**config.mk**
```make
export PLATFORM = sky130hd
export DESIGN_NAME = bn_stat_accum
export DESIGN_NICKNAME = d
export VERILOG_FILES = /design/src/rtl/bn_stat_accum.sv
export SDC_FILE = /design/constraint.sdc
export NUM_CORES = 2
export LEC_CHECK = 0
export CORE_ASPECT_RATIO = 0.6
export CORE_MARGIN = 5
export CORE_UTILIZATION = 38
export DETAILED_ROUTE_END_ITERATION = 12
export PLACE_DENSITY = 0.55
export SETUP_SLACK_MARGIN = 0.1
export SLEW_MARGIN = 10
export SYNTH_ARGS = -nofsm -noshare
export SYNTH_HDL_FRONTEND = slang
export SYNTH_SLANG_ARGS = --single-unit
```
**constraint.sdc**
```tcl
create_clock -name clk -period 6.8 [get_ports clk]
set_input_delay 1.36 -clock clk [delete_from_list [all_inputs] [get_ports clk]]
set_output_delay 1.36 -clock clk [all_outputs]
set_load 0.1 [all_outputs]
```
**src/rtl/bn_stat_accum.sv**
```systemverilog
// Streaming group statistics: accumulates LANES unsigned elements per beat over
// 2^BEATS_LOG2 beats, then emits floor mean and (optionally) floor variance.
module bn_stat_accum #(
  parameter int DATA_W     = 8,
  parameter int LANES_LOG2 = 4,
  parameter int BEATS_LOG2 = 2
) (
  input  logic                                clk,
  input  logic                                rst_n,
  input  logic                                in_valid,
  output logic                                in_ready,
  input  logic [DATA_W*(1<<LANES_LOG2)-1:0]   in_data,
  input  logic                                mode,
  input  logic                                flush,
  output logic                                out_valid,
  input  logic                                out_ready,
  output logic [DATA_W-1:0]                   out_mean,
  output logic [2*DATA_W-1:0]                 out_var,
  output logic [15:0]                         grp_cnt
);

  // state  | meaning
  // IDLE   | waiting for the first beat of a group
  // ACCUM  | adding beats until the last one of the group
  // FINAL  | one cycle: compute and register mean / variance
  // DONE   | result held until downstream handshake

  localparam int LANES  = 1 << LANES_LOG2;
  localparam int SHIFT  = LANES_LOG2 + BEATS_LOG2;
  localparam int LSUM_W = DATA_W + LANES_LOG2;
  localparam int LSQ_W  = 2*DATA_W + LANES_LOG2;
  localparam int SUM_W  = DATA_W + SHIFT;
  localparam int SQ_W   = 2*DATA_W + SHIFT;
  localparam int VAR_W  = 2*DATA_W;
  localparam int CNT_W  = BEATS_LOG2 + 1;
  localparam logic [CNT_W-1:0] LAST_BEAT = CNT_W'((1 << BEATS_LOG2) - 1);
  localparam bit SINGLE_BEAT = (BEATS_LOG2 == 0);

  typedef enum logic [1:0] {S_IDLE, S_ACCUM, S_FINAL, S_DONE} state_t;

  state_t              state_q, state_d;
  logic [SUM_W-1:0]    sum_q, sum_d;
  logic [SQ_W-1:0]     sq_q, sq_d;
  logic [CNT_W-1:0]    beat_cnt_q, beat_cnt_d;
  logic                mode_q, mode_d;
  logic                out_valid_q, out_valid_d;
  logic [DATA_W-1:0]   mean_q, mean_d;
  logic [VAR_W-1:0]    var_q, var_d;
  logic [15:0]         grp_cnt_q, grp_cnt_d;

  logic [LSUM_W-1:0]   lane_sum;
  logic [LSQ_W-1:0]    lane_sqsum;
  logic [DATA_W-1:0]   mean_next;
  logic [VAR_W-1:0]    mean_ext;
  logic [VAR_W-1:0]    mean_sq;
  logic [VAR_W-1:0]    sq_mean;
  logic                accept;

  always_comb begin
    lane_sum   = '0;
    lane_sqsum = '0;
    for (int i = 0; i < LANES; i++) begin
      lane_sum   = lane_sum + LSUM_W'(in_data[i*DATA_W +: DATA_W]);
      lane_sqsum = lane_sqsum + LSQ_W'(in_data[i*DATA_W +: DATA_W]) *
                                LSQ_W'(in_data[i*DATA_W +: DATA_W]);
    end
  end

  // floor(E[x^2]) >= floor(E[x])^2, so the subtraction cannot wrap
  assign mean_next = DATA_W'(sum_q >> SHIFT);
  assign mean_ext  = {{DATA_W{1'b0}}, mean_next};
  assign mean_sq   = mean_ext * mean_ext;
  assign sq_mean   = VAR_W'(sq_q >> SHIFT);

  // gated by rst_n so the block advertises nothing while held in reset
  assign in_ready = rst_n & ((state_q == S_IDLE) || (state_q == S_ACCUM));
  assign accept   = in_valid & in_ready;

  always_comb begin
    state_d     = state_q;
    sum_d       = sum_q;
    sq_d        = sq_q;
    beat_cnt_d  = beat_cnt_q;
    mode_d      = mode_q;
    out_valid_d = out_valid_q;
    mean_d      = mean_q;
    var_d       = var_q;
    grp_cnt_d   = grp_cnt_q;
    case (state_q)
      S_IDLE, S_ACCUM: begin
        if (flush) begin
          sum_d      = '0;
          sq_d       = '0;
          beat_cnt_d = '0;
          state_d    = S_IDLE;
        end else if (accept) begin
          if (state_q == S_IDLE) begin
            sum_d      = SUM_W'(lane_sum);
            sq_d       = SQ_W'(lane_sqsum);
            mode_d     = mode;
            beat_cnt_d = CNT_W'(1);
            state_d    = SINGLE_BEAT ? S_FINAL : S_ACCUM;
          end else begin
            sum_d      = sum_q + SUM_W'(lane_sum);
            sq_d       = sq_q + SQ_W'(lane_sqsum);
            beat_cnt_d = beat_cnt_q + CNT_W'(1);
            if (beat_cnt_q == LAST_BEAT) state_d = S_FINAL;
          end
        end
      end
      S_FINAL: begin
        mean_d      = mean_next;
        var_d       = mode_q ? (sq_mean - mean_sq) : '0;
        out_valid_d = 1'b1;
        state_d     = S_DONE;
      end
      S_DONE: begin
        if (out_ready) begin
          out_valid_d = 1'b0;
          grp_cnt_d   = grp_cnt_q + 16'd1;
          state_d     = S_IDLE;
        end
      end
      default: state_d = S_IDLE;
    endcase
  end

  always_ff @(posedge clk or negedge rst_n) begin
    if (!rst_n) begin
      state_q     <= S_IDLE;
      sum_q       <= '0;
      sq_q        <= '0;
      beat_cnt_q  <= '0;
      mode_q      <= 1'b0;
      out_valid_q <= 1'b0;
      mean_q      <= '0;
      var_q       <= '0;
      grp_cnt_q   <= '0;
    end else begin
      state_q     <= state_d;
      sum_q       <= sum_d;
      sq_q        <= sq_d;
      beat_cnt_q  <= beat_cnt_d;
      mode_q      <= mode_d;
      out_valid_q <= out_valid_d;
      mean_q      <= mean_d;
      var_q       <= var_d;
      grp_cnt_q   <= grp_cnt_d;
    end
  end

  assign out_valid = out_valid_q;
  assign out_mean  = mean_q;
  assign out_var   = var_q;
  assign grp_cnt   = grp_cnt_q;

endmodule

```
==> impl_metrics.tcl <==
set metrics [dict create \
    status "complete, but fails checks" \
    failed_checks "negative setup slack" \
    cp_max_fo 4 \
    cts_tree "done" \
    pin_count 176 \
    cp_slowest_cell "fa_1" \
    gp_congestion 0.942 \
    vias_per_cell 4.66 \
    cts_made_buffers 9 \
    slew_violations 0 \
    period_share_pct 152 \
    drt_pre_antenna_iters 5 \
    setup.worst_path.class "in2reg" \
    initial_core_util_pct 38.4 \
    drtIter0Drc 1955 \
    cpPeakStageDelay_ns 0.63 \
    synth_nets 5527 \
    synth-edff-count 0 \
    clk_latency_ns 0.37 \
    die_w_um 422 \
    numPortBuffers 175 \
    cap_viol_max_count 0 \
    wl_per_cell_um 20.4 \
    holdPathStages 2 \
    cp.arrival_ns 10.59 \
    grt_max_degree 67 \
    grt.overflow.total 0 \
    cp_top_family "adder cells" \
    tightest_slew_ns 1.06 \
    critical_path_required_ns 7.02 \
    synth-xor-area-share_pct 2.35 \
    drive_gt1_share_pct 27.9 \
    syn_area_sq_um 38700 \
    antenna_left 0 \
    max-slew-margin-rel_pct 29.1 \
    num_rows 90 \
    h-tree-depth 3 \
    r2r_setup_slack_ns 1.73 \
    cp_num_buf_inv 7 \
    drc 0 \
    whs_endpoint "out_var[1]$_DFFE_PN0P_" \
    fmax_ghz 0.0965 \
    synth_top_family_by_area "adder cells" \
    hold_viol 0 \
    reg2reg_to "out_var[15]$_DFFE_PN0P_" \
    vias 28639 \
    async_reset_ff_share_pct 100 \
    cts_num_sinks 83 \
    synth_fa_ha_area_share_pct 64.6 \
    final_util_pct 49.6 \
    antenna_found_initial 5 \
    rsz0062_at_grt "yes" \
    die_h_um 257 \
    cts.clk_slew.worst_paths_ns 0.08 \
    synthSimpleGateAreaFrac_pct 9.77 \
    routed_wl_um 125000 \
    dp.cells 6016 \
    worst_setup_path_start_kind "input pin" \
    r2r_start "sum_q[11]$_DFFE_PN0P_" \
    clockBufferDepth 2 \
    synthToLayoutAreaGrowth_pct 29.1 \
    finalSetupViolations 26 \
    ys_warn_count 0 \
    holdCritStartpoint "out_var[1]$_DFFE_PN0P_" \
    synthFlopType "dfrtp_1" \
    synth_compound_area_share_pct 4.89 \
    syn_area_per_cell_sq_um 9.74 \
    layout_setup_ws_ns -3.57 \
    yosysSeqAreaShare_pct 5.36 \
    track_usage_pct 23.5 \
    dpl.hpwl_um 113000 \
    cp_common_cell "fa_1" \
    hold_ws_ns 0.483 \
    skew_ns 0.0146 \
    end_kind "flip-flop" \
    synthMuxAreaShare_pct 0.394 \
    holdBufCountCts 0 \
    grt_pass1_wl_um 191000 \
    cts-root-buf "clkbuf_16" \
    hold_path.class "reg2reg" \
    finalCriticalPeriod_ns 10.37 \
    r2r_cells 15 \
    yosysUniqueCellTypes 68 \
    synthCells 3978 \
    final_cells 6148 \
    final_nets 6355 \
    die_area_sq_um 109000 \
    core_area_sq_um 101000 \
    grt_pass1_vias 30562 \
    synth_seq_cells 83 \
]
metrics by stage:
| step | setup WS, ns | setup TNS [ns] | cell area, sq um |
|---|---|---|---|
| after global routing | -3.80 | -66.31 | 50000 |
| final | -3.57 | -60.85 | 50000 |
| after CTS | -3.53 | -61.29 | 49100 |
| after floorplan | -3.19 | -49.37 | 39100 |
| after global placement | -4.43 | -89.15 | 46800 |
| after detailed placement | -4.52 | -89.62 | 46800 |
worst min-delay path: stages, from the launching register on:
cell and delay [ns]:
dfrtp_1 0.34, nand2_1 0.04, o21ai_0 0.06
cell type report:
cell class	instances	area, sq um
Sequential cell	83	2080
Tap cell	1334	1670
Antenna cell	3	7.51
Inverter	1249	4720
Clock inverter	7	76.3
Fill cell	9395	50800
Timing Repair Buffer	871	7240
Clock buffer	9	225
Multi-Input combinational cell	2592	34000
synthesized netlist by cell type, types with 3 or more instances:
master / count / area (sq um)
a21oi_1: 65 / 325
and3_1: 19 / 119
or2_2: 9 / 56.3
and2_1: 237 / 1480
inv_1: 1247 / 4680
xor2_1: 35 / 307
a31oi_1: 6 / 37.5
o31ai_1: 9 / 67.6
a22o_1: 4 / 35.0
o21ai_1: 37 / 185
nand2_1: 278 / 1040
nor2b_1: 34 / 213
a22oi_1: 14 / 105
a2111oi_0: 5 / 43.8
o31a_1: 5 / 43.8
nand2b_1: 12 / 75.1
nand4_1: 6 / 37.5
mux2i_1: 4 / 40.0
mux2_2: 10 / 113
nand3_1: 18 / 90.1
dfrtp_1: 83 / 2080
fa_1: 973 / 19500
o21ai_0: 51 / 255
o21a_1: 13 / 97.6
o21bai_1: 6 / 45.0
clkbuf_1: 54 / 203
or3_1: 6 / 37.5
nor2_1: 114 / 428
a211oi_1: 9 / 67.6
xnor2_1: 69 / 604
ha_1: 442 / 5530
a221o_1: 3 / 30.0
a21o_1: 40 / 300
nor3_1: 17 / 85.1
registers in the layout, indices dropped and copies added (netlist names):
signal and cells:
beat_cnt_q 3, grp_cnt 16, mode_q 1, out_mean 8
out_valid 1, out_var 16, sq_q 22, state_q 2
sum_q 14
what timing repair did:
action | 4_1_cts | 5_1_grt
pin swaps | 308 | 236
hold endpoints to repair | 0 | 0
endpoints found under the setup margin | 31 | 30
resized for setup | 806 | 275
buffers inserted | 86 | 32
kinds of logic (layout without fill, tap and decap cells):
logic type,count (synthesis),after routing
simple gates,765,765
fa+ha+maj,1415,1415
flops,83,83
xor+xnor,104,104
compound gates,292,292
buf+inv,1303,2136
mux,14,14
other cells,2,5
cell usage in the layout, fill, tap and decap left out, drive strengths merged, types with 4 or more instances in the layout:
| cell type | synthesis | layout |
|---|---|---|
| ha | 442 | 442 |
| nand2b | 12 | 12 |
| mux2i | 4 | 4 |
| xnor2 | 69 | 69 |
| or3 | 7 | 7 |
| xor2 | 35 | 35 |
| nand2 | 278 | 278 |
| a2111oi | 6 | 6 |
| o21a | 13 | 13 |
| clkinvlp | 0 | 8 |
| o31a | 5 | 5 |
| a22oi | 14 | 14 |
| o21ai | 88 | 88 |
| inv | 1248 | 1246 |
| nand4 | 6 | 6 |
| nand3 | 18 | 18 |
| a22o | 4 | 4 |
| a211oi | 9 | 9 |
| a31oi | 6 | 6 |
| o31ai | 10 | 10 |
| dfrtp | 83 | 83 |
| dlygate4sd2 | 0 | 18 |
| buf | 0 | 768 |
| mux2 | 10 | 10 |
| fa | 973 | 973 |
| nor2 | 116 | 116 |
| and3 | 19 | 19 |
| clkdlybuf4s15 | 0 | 23 |
| nor3 | 17 | 17 |
| nor2b | 34 | 34 |
| o21bai | 6 | 6 |
| and2 | 237 | 237 |
| a21oi | 65 | 65 |
| clkdlybuf4s50 | 0 | 46 |
| or2 | 11 | 11 |
| clkbuf | 54 | 25 |
| a21o | 40 | 40 |
metal layers:
layer | vias up | share of wire [%] | GRT usage, %
li1 | 13295 | - | -
met2 | 827 | 38 | 30.7
met5 | - | 0 | 0
met4 | 0 | 0.68 | 1.64
met1 | 14478 | 51 | 37.7
met3 | 39 | 11 | 8.83
worst max-delay path by stage:
stage / cells past startpoint / to / startpoint / slack [ns]
after detailed placement: 35 / sq_q[18]$_DFFE_PN0P_ / in_data[48] / -4.52
after CTS: 35 / sq_q[20]$_DFFE_PN0P_ / in_data[97] / -3.53
after global routing: 34 / sq_q[18]$_DFFE_PN0P_ / in_data[63] / -3.80
after floorplan: 37 / sq_q[18]$_DFFE_PN0P_ / in_data[106] / -3.19
after global placement: 34 / sq_q[18]$_DFFE_PN0P_ / in_data[48] / -4.43
final: 32 / sq_q[19]$_DFFE_PN0P_ / in_data[5] / -3.57
Power is not shown: default switching activity piles up to over one toggle a cycle in this logic, so the estimate is an artifact.
